## src/rtl/pim_job_sequencer.sv

```systemverilog
// pim_job_sequencer: streams weight rows and one activation vector from SRAM
// into the PIM write port, waits for the result and captures it.
module pim_job_sequencer #(
    parameter int MEM_AW    = 12,
    parameter int ACT_BEATS = 9,
    parameter int TIMEOUT   = 1023
) (
    input  logic              i_clk,
    input  logic              i_rst_n,
    input  logic              i_start,
    input  logic              i_abort,
    input  logic [MEM_AW-1:0] i_w_base,
    input  logic [8:0]        i_w_rows,
    input  logic [MEM_AW-1:0] i_a_base,
    output logic              o_mem_req,
    output logic [MEM_AW-1:0] o_mem_addr,
    input  logic [31:0]       i_mem_rdata,
    output logic [31:0]       o_pim_addr,
    output logic [31:0]       o_pim_wdata,
    input  logic              i_pim_valid,
    input  logic [31:0]       i_pim_rdata,
    output logic [31:0]       o_res_data,
    output logic              o_res_valid,
    output logic              o_busy,
    output logic              o_done,
    output logic              o_err,
    output logic [2:0]        o_state
);

    typedef enum logic [2:0] {
        IDLE     = 3'd0,
        W_LOAD   = 3'd1,
        GAP      = 3'd2,
        A_LOAD   = 3'd3,
        WAIT_RES = 3'd4,
        RD       = 3'd5,
        CAP      = 3'd6
    } state_t;

    localparam int              TW      = $clog2(TIMEOUT + 1);
    localparam logic [12:0]     ACT_N   = 13'(ACT_BEATS);
    localparam logic [TW-1:0]   TO_LAST = TW'(TIMEOUT - 1);

    state_t            state;
    state_t            state_nxt;
    logic [12:0]       beat;
    logic [12:0]       total;
    logic              gap;
    logic [TW-1:0]     wcnt;
    logic [MEM_AW-1:0] w_base;
    logic [MEM_AW-1:0] a_base;
    logic              rows_ok;
    logic              accept;
    logic              timeout;
    logic              capture;
    logic              rd_en;
    logic [31:0]       pim_nxt;

    assign rows_ok = (i_w_rows != 9'd0) && (i_w_rows <= 9'd288);
    assign accept  = (state == IDLE) && i_start && rows_ok;
    assign timeout = (state == WAIT_RES) && !i_pim_valid && (wcnt == TO_LAST);
    assign capture = (state == RD) && !i_abort;
    assign o_busy  = (state != IDLE);
    assign o_state = state;

    always_ff @(posedge i_clk or negedge i_rst_n) begin
        if (!i_rst_n) state <= IDLE;
        else          state <= state_nxt;
    end

    always_comb begin
        state_nxt = state;
        unique case (state)
            IDLE:     if (accept) state_nxt = W_LOAD;
            W_LOAD:   if (beat == total) state_nxt = GAP;
            GAP:      if (gap) state_nxt = A_LOAD;
            A_LOAD:   if (beat == ACT_N) state_nxt = WAIT_RES;
            WAIT_RES: begin
                if (i_pim_valid)  state_nxt = RD;
                else if (timeout) state_nxt = IDLE;
            end
            RD:       state_nxt = CAP;
            CAP:      state_nxt = IDLE;
            default:  state_nxt = IDLE;
        endcase
        if (i_abort && state != IDLE) state_nxt = IDLE;
    end

    // Reads lead the PIM write by one cycle; the write address is registered.
    always_comb begin
        rd_en = 1'b0;
        unique case (state)
            W_LOAD:  rd_en = (beat < total);
            GAP:     rd_en = gap;
            A_LOAD:  rd_en = (beat < ACT_N);
            default: rd_en = 1'b0;
        endcase
        if (i_abort) rd_en = 1'b0;
        o_mem_req  = rd_en;
        o_mem_addr = '0;
        pim_nxt    = 32'h0;
        if (rd_en) begin
            o_mem_addr = ((state == W_LOAD) ? w_base : a_base) + MEM_AW'(beat);
            pim_nxt    = ((state == W_LOAD) ? 32'h4000_0040 : 32'h4000_0080)
                       | (32'h1 << beat[1:0]);
        end else if (state == WAIT_RES && i_pim_valid && !i_abort) begin
            pim_nxt = 32'h4000_0020;
        end
    end

    always_ff @(posedge i_clk or negedge i_rst_n) begin
        if (!i_rst_n) begin
            beat        <= '0;
            total       <= '0;
            gap         <= 1'b0;
            wcnt        <= '0;
            w_base      <= '0;
            a_base      <= '0;
            o_pim_addr  <= '0;
            o_pim_wdata <= '0;
            o_res_data  <= '0;
            o_res_valid <= 1'b0;
            o_done      <= 1'b0;
            o_err       <= 1'b0;
        end else begin
            if (accept) begin
                w_base <= i_w_base;
                a_base <= i_a_base;
                total  <= {i_w_rows, 4'h0};
            end
            if (state_nxt != state && (state_nxt == W_LOAD || state_nxt == GAP))
                beat <= '0;
            else if (rd_en)
                beat <= beat + 13'd1;
            gap         <= (state == GAP) && (state_nxt == GAP);
            wcnt        <= (state == WAIT_RES) ? wcnt + TW'(1) : '0;
            o_pim_addr  <= pim_nxt;
            o_pim_wdata <= rd_en ? i_mem_rdata : 32'h0;
            o_res_valid <= capture;
            o_done      <= capture;
            if (capture) o_res_data <= i_pim_rdata;
            if (i_start)
                o_err <= (state != IDLE) || !rows_ok;
            else if (timeout && !i_abort)
                o_err <= 1'b1;
        end
    end

endmodule

```

## config.mk

```make
export PLATFORM = sky130hd
export DESIGN_NAME = pim_job_sequencer
export DESIGN_NICKNAME = d
export VERILOG_FILES = /design/src/rtl/pim_job_sequencer.sv
export SDC_FILE = /design/constraint.sdc
export NUM_CORES = 1
export LEC_CHECK = 0
export CELL_PAD_IN_SITES_DETAIL_PLACEMENT = 0
export CELL_PAD_IN_SITES_GLOBAL_PLACEMENT = 1
export CORE_ASPECT_RATIO = 1.75
export CORE_UTILIZATION = 32
export CTS_CLUSTER_SIZE = 10
export DETAILED_ROUTE_END_ITERATION = 7
export PLACE_DENSITY = 0.77
export RECOVER_POWER = 25
export SLEW_MARGIN = 20
export SYNTH_ARGS = -nofsm -noshare
export SYNTH_HDL_FRONTEND = slang
export SYNTH_SLANG_ARGS = --single-unit
```

## constraint.sdc

```tcl
create_clock -name i_clk -period 4.4 [get_ports i_clk]
set_clock_uncertainty 0.2 [all_clocks]
set_input_delay 1.32 -clock i_clk [delete_from_list [all_inputs] [get_ports i_clk]]
set_output_delay 1.32 -clock i_clk [all_outputs]
set_load 0.01 [all_outputs]
```

==> reports/metrics.csv <==
metric;value;unit
setup_tns;-0.676;ns
cts_buffer_depth;2;
finalWeightedCongestion;0.803;
gr-total-overflow;0;
leakagePower;4.47;nW
worstSetupEndpointType;output pin;
drv_slew;81;
clk_pin_slew;0.06;ns
core_area;19800;um2
syn_inst;564;
initial_core_util;32.8;%
die_height;191;um
setup_viol;5;
final_cells;1066;
crit_arrival;3.11;ns
r2r-start;beat[0]$_DFFE_PN0P_;
cp_max_fo;7;
clkPwrFrac;30.3;%
hold_path_end;total[5]$_DFFE_PN0P_;
die-area;20900;um2
ant_nets;0;
hp-start;total[5]$_DFFE_PN0P_;
yosysWarnings;0;
met2_usage;32.4;%
cpLargestDelayFamily;compound AO/OA/AOI/OAI gates;
antenna_cells;0;
clock_sinks;134;
fin_ws;-0.234;ns
io-pin-count;218;
period_needed;4.63;ns
status;complete, but fails checks;
power.switching;1.47;mW
final_util;49.7;%
grt_pass1_wl;27200;um
path_cells;nor3b_4 > buf_12 > mux2_4 > ha_4 > inv_2 > fa_2 > nor2b_4 > o21ai_2 > a21oi_2 > o41ai_4 > buf_4 > xor2_1 > nor2_1 > buf_2;
cap_violations;1;
rsz0062_at_grt;true;
slowest_stage;dfrtp_1;
hold_path_depth;1;
post-dp-hpwl;12400;um
hold_violations;0;
grt_use_met1;17.1;%
p_comb_share;37.4;%
vdd_drop_max;0.000394;V
fmax;216;MHz
antenna_found_initial;0;
criticalPathCategory;flip-flop to output pin;
crit_cells;14;
die_w;110;um
grt_use_met3;5.40;%
rows;68;
wl_per_cell;15.8;um
crit_required;2.88;ns
synth-main-ff-cell;dfrtp_1;
root_buffer;clkbuf_16;
remaining_drc_errors;0;
h-tree-depth;4;
synth_area;6500;um2
power.density;495;nW/um2
track_usage;17.5;%
preCtsSetupSlack;-0.456;ns
rr_endpoint;beat[6]$_DFFE_PN0P_;
tritoncts;done;
path_buf_inv;4;
cp_slowest_stage_delay;0.40;ns
vias_per_cell;4.68;
dp.cells;1026;
yosysUniqueCellTypes;59;
grt_max_degree;82;
min-delay-path-class;flip-flop to flip-flop;
num_vias;4993;
drive_above_1_share;26.3;%
postCtsHoldBufs;0;
reg2reg_setup_slack;1.25;ns
synthToLayoutAreaGrowth;51.5;%
failed_checks;max-capacitance violations, max-slew violations, negative setup slack;
grt_pass1_vias;5405;
p_seq_share;32.3;%
critPathLaunch;o_state[2]$_DFF_PN0_;
ys_seq_area_share;51.5;%
ys_async_sr_fraction;100;%
mostFrequentLayoutCells;clkdlybuf4s50_1, dfrtp_1, mux2_2;
min_period_over_period;105;%
slew_headroom;-45.9;%
switching_share;30.1;%
tightest_slew;2.19;ns
first_pass_iters;4;
final_nets;938;
synth_edf_count;0;
syn_avg_cell_area;11.5;um2
final_common_cell;clkdlybuf4s50_1;
cts_buffers;17;
first_iter_violations;129;
rr_worst_depth;10;
ys_ff_latch;134;
numPortBuffers;193;
top_usage_layer;met2;
clk_latency;0.43;ns
start_kind;flip-flop;
p_int;3.41;mW
drt_wl_total;16900;um
==> flip-flops by register name, indices dropped and copies added (netlist names) <==
| signal | cells |
|---|---|
| wcnt | 10 |
| beat | 13 |
| w_base | 12 |
| o_pim_addr | 8 |
| gap | 1 |
| o_err | 1 |
| o_res_data | 32 |
| o_state | 3 |
| total | 9 |
| a_base | 12 |
| o_done | 1 |
| o_pim_wdata | 32 |
==> what timing repair did <==
| action | CTS | global route |
|---|---|---|
| setup buffers | 10 | 2 |
| setup endpoints to repair | 13 | 10 |
| pin swaps | 21 | 12 |
| gates resized for setup | 81 | 17 |
| cloned | 0 | 0 |
==> per-stage QoR <==
stage | power, mW | instance area, um2 | hold WS (ns)
after floorplan | 2.46 | 6620 | 0.274
after global placement | 3.16 | 8960 | 0.283
after detailed placement | 3.18 | 8960 | 0.287
after CTS | 4.90 | 9830 | 0.305
after global routing | 5.19 | 9860 | 0.321
final | 4.88 | 9860 | 0.303
==> cell families after synthesis <==
logic type,synth area share [%]
flip-flops,51.5
multiplexers,13.3
adder cells (fa/ha/maj),5.31
XOR/XNOR,2.56
buffers and inverters,5.77
AND/OR/NAND/NOR,14.1
AO/OA/AOI/OAI,7.39
other,0.0576
==> worst max path at each step <==
stage / endpoint / slack [ns]
final: o_mem_addr[8] / -0.23
after detailed placement: o_mem_addr[10] / -0.46
after CTS: o_mem_addr[10] / -0.45
after global routing: o_mem_addr[8] / -0.35
after floorplan: o_mem_addr[10] / 0.04
after global placement: o_mem_addr[10] / -0.44
==> power by group through the flow <==
stage | logic (mW) | registers (mW) | clock network, mW
floorplan | 0.864 | 1.59 | 0
detailed placement | 1.59 | 1.59 | 0
global placement | 1.58 | 1.59 | 0
CTS | 1.81 | 1.58 | 1.52
finish | 1.83 | 1.57 | 1.48
global route | 2.01 | 1.61 | 1.57
==> cell usage after synthesis, drive strengths merged (2+ instances only) <==
| cell | count | area share [%] |
|---|---|---|
| dfrtp | 134 | 52 |
| mux2 | 75 | 13 |
| nor2 | 43 | 2.5 |
| and2 | 39 | 3.8 |
| buf | 29 | 3.3 |
| ha | 26 | 5.0 |
| inv | 26 | 1.5 |
| o21ai | 25 | 1.9 |
| clkbuf | 17 | 0.98 |
| nand2 | 16 | 0.92 |
| a21oi | 12 | 0.92 |
| nor3 | 12 | 0.92 |
| xor2 | 10 | 1.3 |
| nand3 | 9 | 0.69 |
| xnor2 | 9 | 1.2 |
| or3 | 6 | 0.58 |
| and3 | 5 | 0.48 |
| nand2b | 5 | 0.48 |
| nand4 | 5 | 0.48 |
| nor2b | 4 | 0.38 |
| nor4 | 4 | 0.38 |
| or4 | 4 | 0.52 |
| a211oi | 3 | 0.42 |
| a21boi | 3 | 0.35 |
| and4 | 3 | 0.40 |
| nand3b | 3 | 0.35 |
| o31ai | 3 | 0.35 |
| or2 | 3 | 0.29 |
| a31o | 2 | 0.27 |
| mux2i | 2 | 0.31 |
| nor3b | 2 | 0.31 |
| o211ai | 2 | 0.44 |
| o21a | 2 | 0.23 |
| o31a | 2 | 0.27 |
| o41ai | 2 | 0.56 |
| or4b | 2 | 0.37 |
==> routing by layer <==
metal	wire, um	vias to the layer above
li1	-	2391
met1	6010	2420
met2	9370	152
met3	921	30
met4	592	0
met5	0	-
==> area by class of cell <==
type	count	area [um2]
Fill cell	1800	9970
Sequential cell	134	3350
Multi-Input combinational cell	381	3140
Timing Repair Buffer	249	2340
Clock buffer	21	470
Tap cell	245	307
Clock inverter	10	145
Inverter	26	97.6
Note: power is estimated with default switching activity, not from simulation.
